--- src/rtl/instr_fetch_unit.sv ---
// instr_fetch_unit: credit-limited imem fetch with in-flight PC pairing, decode buffer and redirect squash.
module instr_fetch_unit #(
   parameter int XLEN = 32,
   parameter int FIFO_DEPTH = 2,
   parameter int MAX_OUTSTANDING = 2
) (
   input  logic            clk,
   input  logic            reset,
   input  logic [XLEN-1:0] pc_in,
   output logic            pc_inc,
   output logic            pc_load_en,
   output logic [XLEN-1:0] pc_load_addr,
   input  logic            redirect_valid,
   input  logic [XLEN-1:0] redirect_addr,
   output logic            imem_req_valid,
   input  logic            imem_req_ready,
   output logic [XLEN-1:0] imem_req_addr,
   input  logic            imem_rsp_valid,
   input  logic [XLEN-1:0] imem_rsp_data,
   output logic            if_valid,
   input  logic            if_ready,
   output logic [XLEN-1:0] if_instr,
   output logic [XLEN-1:0] if_pc
);
   localparam int PW = $clog2(FIFO_DEPTH);
   localparam int CW = $clog2(FIFO_DEPTH + 1);
   localparam int OW = $clog2(MAX_OUTSTANDING + 1);
   localparam int IW = MAX_OUTSTANDING > 1 ? $clog2(MAX_OUTSTANDING) : 1;
   localparam int SW = $clog2(FIFO_DEPTH + MAX_OUTSTANDING + 1);
   logic [XLEN-1:0] fifo_pc [FIFO_DEPTH];
   logic [XLEN-1:0] fifo_instr [FIFO_DEPTH];
   logic [XLEN-1:0] inflight_pc [MAX_OUTSTANDING];
   logic [PW-1:0]   wr_ptr, rd_ptr;
   logic [CW-1:0]   fifo_count;
   logic [IW-1:0]   iq_wr, iq_rd;
   logic [OW-1:0]   outstanding, drop_count;
   logic [XLEN-1:0] fetch_addr;
   logic            issue, accept, rsp_take, push, pop;
   function automatic logic [IW-1:0] nxt(input logic [IW-1:0] p);
      return (p == IW'(MAX_OUTSTANDING - 1)) ? '0 : p + 1'b1;
   endfunction
   assign fetch_addr = pc_in & ~XLEN'(3);
   // in-flight plus buffered never exceeds the buffer, so every response has a slot
   assign issue = !reset && !redirect_valid && outstanding < OW'(MAX_OUTSTANDING)
                  && SW'(outstanding) + SW'(fifo_count) < SW'(FIFO_DEPTH);
   assign accept = issue && imem_req_ready;
   assign rsp_take = imem_rsp_valid && outstanding != '0;
   assign push = rsp_take && drop_count == '0 && !redirect_valid;
   assign if_valid = !reset && fifo_count != '0 && !redirect_valid;
   assign pop = if_valid && if_ready;
   assign imem_req_valid = issue;
   assign imem_req_addr = issue ? fetch_addr : '0;
   assign pc_inc = accept;
   assign pc_load_en = redirect_valid && !reset;
   assign pc_load_addr = pc_load_en ? (redirect_addr & ~XLEN'(3)) : '0;
   assign if_instr = if_valid ? fifo_instr[rd_ptr] : '0;
   assign if_pc = if_valid ? fifo_pc[rd_ptr] : '0;
   always_ff @(posedge clk) begin
      if (reset) begin
         wr_ptr <= '0;
         rd_ptr <= '0;
         fifo_count <= '0;
         iq_wr <= '0;
         iq_rd <= '0;
         outstanding <= '0;
         drop_count <= '0;
      end else begin
         if (accept) begin
            inflight_pc[iq_wr] <= fetch_addr;
            iq_wr <= nxt(iq_wr);
         end
         if (rsp_take) iq_rd <= nxt(iq_rd);
         outstanding <= outstanding + OW'(accept) - OW'(rsp_take);
         // a response landing in the redirect cycle is squashed along with the buffer
         if (redirect_valid) begin
            drop_count <= outstanding - OW'(rsp_take);
            wr_ptr <= '0;
            rd_ptr <= '0;
            fifo_count <= '0;
         end else begin
            if (rsp_take && drop_count != '0) drop_count <= drop_count - 1'b1;
            if (push) begin
               fifo_pc[wr_ptr] <= inflight_pc[iq_rd];
               fifo_instr[wr_ptr] <= imem_rsp_data;
               wr_ptr <= wr_ptr + 1'b1;
            end
            if (pop) rd_ptr <= rd_ptr + 1'b1;
            fifo_count <= fifo_count + CW'(push) - CW'(pop);
         end
      end
   end
endmodule

--- config.mk ---
export PLATFORM = sky130hd
export DESIGN_NAME = instr_fetch_unit
export DESIGN_NICKNAME = d
export VERILOG_FILES = /design/src/rtl/instr_fetch_unit.sv
export SDC_FILE = /design/constraint.sdc
export NUM_CORES = 1
export LEC_CHECK = 0
export BUFFER_PORTS_ARGS = -buffer_cell sky130_fd_sc_hd__buf_2
export CORE_UTILIZATION = 58
export CTS_BUF_LIST = sky130_fd_sc_hd__clkbuf_4 sky130_fd_sc_hd__clkbuf_8
export DETAILED_ROUTE_END_ITERATION = 6
export PLACE_DENSITY = 0.85
export SLEW_MARGIN = 5
export SYNTH_ARGS = -nofsm -noshare
export SYNTH_HDL_FRONTEND = slang
export SYNTH_SLANG_ARGS = --single-unit
--- constraint.sdc ---
create_clock -name clk -period 18.4 [get_ports clk]
set_input_delay 4.6 -clock clk [delete_from_list [all_inputs] [get_ports clk]]
set_output_delay 4.6 -clock clk [all_outputs]
set_load 0.02 [all_outputs]
==> results.md <==
- # port buffers: 223
- Final Setup Violations: 0
- CTS Root Cell: clkbuf_8
- R2R depth: 5
- DRT antenna net count: 0
- Tmin final: 10720 ps
- Die area: 0.01417 sq mm
- Register area share after synthesis: 72.56%
- Most common cell after layout, fill and taps aside: buf_2
- Nets: 833
- Post-CTS Setup Bufs: 0
- Htree depth: 4
- Worst Skew: 10.93 ps
- Hold Vio Cnt, Final: 0
- Pin slew with the least headroom to its limit: 1071 ps
- Unrepaired setup endpoints after global routing: no
- Vias per cell: 5.154
- Post_cts resized: 0
- Gr ovfl total: 0
- CP delay by family, top: buffers and inverters
- Clk Latency, worst-skew pair: 450 ps
- Initial Utilization: 59.77%
- Net load switching power: 237.9 uW
- Setup_tns: 0 ps
- Post-synthesis instance total: 502
- Hold-fix buffers at CTS: 0
- Pwr Total: 939.1 uW
- P_int: 701.2 uW
- GRT Util Overall: 20.91%
- Die X: 119.1 microns
- #FFs+latches synth: 196
- Fmax: 93.31 MHz
- Row cnt: 42
- CP cell instances: buf_2 -> nor2_1 -> o21ai_4 -> buf_4 -> nor2_1 -> buf_2
- Post-Syn Area: 0.007946 sq mm
- Final Routed Wirelength: 14.36 mm
- CTS sink count: 196
- Unique cell type count in the Yosys netlist: 38
- Area delta synth->final: 20.89%
- Largest net degree at the start of global routing: 67
- Clk buf depth: 2
- Worst Path Buf+Inv: 3
- CP arrival: 6120 ps
- Clock share of power: 28.5%
- Comb pwr share: 15.2%
- Setup slack, reg-to-reg: 15490 ps
- CP Max Fanout: 66
- Gpl congestion: 0.7861
- Vias: 4716
- Die H: 119.1 microns
- VDD IR max: 71.28 uV
- Ports: 234
- Critical path's slowest cell: nor2_1
- Initial drt markers: 312
- Hold path cells: 1
- Syn Area/Cell: 15.83 sq um
- Total CTS buffers: 17
- Hold wc startpoint: rd_ptr
- Wire length per cell: 15.70 microns
- Rel. slew slack: 28.59%
- Flop pwr share: 56.3%
- Pwr/cell area: 97.76 mW/mm^2
- Hold WS: 481.5 ps
- CTS tree: done
- Period utilization: 58.24%
- Ratio of cells with drive above 1 in the final layout: 41.14%
- Final Cell Area: 0.009607 sq mm
- Most frequent cells in the layout: 223 x buf_2, 184 x edfxtp_1, 68 x nor2_1
- Placed instance area: 0.009196 sq mm
- Core Box Area: 0.01330 sq mm
- TritonRoute pass-1 iters: 4
- Worst R2R Start: fifo_count[0]
- Share of flip-flops with an asynchronous set or reset: 0%
- Required @ worst endpoint: 13800 ps
- Final Max Slew Viols: 0
- Hpwl dp: 9.618 mm
- Prevailing post-synth register cell: edfxtp_1
- DRC viols: 0
- Reg-to-reg endpoint: inflight_pc[0][7]
- ANT cells: 0
- Startpoint types: input port
- Vias in the first global route: 4751
- Antenna violations before repair: 0
- Crit path kind: in -> out
- Crit-path max cell delay: 440 ps
- Status: finished clean
- Global-route wire length before repair: 22.57 mm
- Number of enable flip-flop cells after synthesis: 184
- Max_cap viols: 0
- HP Class: reg -> reg
- Net Sw Frac: 25.33%
- Clk pin slew, worst setup/hold paths: 90 ps
- LEAKAGE: 0.003766 uW
- CP Capture Type: output pin
- Synth warn: 0
## layer usage
layer,up-vias,track usage (%),wire [microns]
met5,-,0,0
met1,2266,24.67,5805
met2,184,36.88,7444
met3,19,4.598,918
li1,2247,-,-
met4,0,8.703,194
## power by group through the flow
stage                     Sequential [uW]  Clock [uW]  Combinational [uW]
after detailed placement              539           0                 141
after global placement                538           0                 135
after CTS                             529         271                 142
after floorplan                       537           0                 100
after global routing                  531         287                 156
final                                 529         267                 143
## kinds of logic after synthesis
kind of cell / share of synthesized area, %
other: 0.04719
AOI/OAI and AO/OA: 1.449
xor gates and xnor gates: 0.4410
adders and majority gates: 0.8818
buffers and inverters: 2.818
DFF: 72.56
and+or+nand+nor: 9.747
muxes: 12.06
## stage by stage
stage	utilization (%)	instances	worst slack, ps
2_1_floorplan	-	507	8084
3_3_place_gp	69.17	882	7478
3_5_place_dp	69.17	882	7348
4_1_cts	72.15	914	7343
5_1_grt	72.26	915	7571
6_report	72.26	915	7683
## worst max-delay path by stage
stage / startpoint / endpoint / slack [ps] / cells after the start
4_1_cts: redirect_valid / imem_req_addr[27] / 7340 / 5
3_5_place_dp: redirect_valid / imem_req_addr[27] / 7350 / 5
5_1_grt: redirect_valid / if_pc[19] / 7570 / 6
3_3_place_gp: redirect_valid / imem_req_addr[5] / 7480 / 5
6_report: redirect_valid / if_pc[21] / 7680 / 6
2_1_floorplan: reset / if_instr[17] / 8080 / 6
## Yosys cell counts, drive strengths merged (2+ instances only)
master	instances	area, sq um
edfxtp	184	5525
nor2	69	259.0
and2	62	387.9
mux2i	62	620.6
mux2	30	337.8
buf	20	146.4
dfxtp	12	240.2
clkbuf	11	43.79
inv	9	33.78
ha	4	50.05
o21ai	4	20.02
o31ai	4	30.03
o211ai	3	22.52
xor2	3	26.28
a21oi	2	10.01
nand2	2	7.510
nand3	2	10.01
nor3	2	10.01
nor3b	2	15.01
or2	2	15.02
## flip-flops by register name (all words and copies together), names as in the netlist, named ones only
name         count
fifo_count       2
rd_ptr           1
fifo_instr      64
drop_count       2
iq_wr            1
inflight_pc     60
fifo_pc         60
outstanding      2
wr_ptr           1
iq_rd            1
## final cells by class
| class | instances | area (sq um) |
|---|---|---|
| inverter | 9 | 33.78 |
| sequential | 196 | 5769 |
| clock inverter | 14 | 155.1 |
| multi-input combinational | 271 | 2007 |
| timing repair buffer | 231 | 1180 |
| tap | 176 | 220.2 |
| clock buffer | 18 | 241.5 |
| fill | 881 | 3689 |
Power figures use the tool's default switching activity.
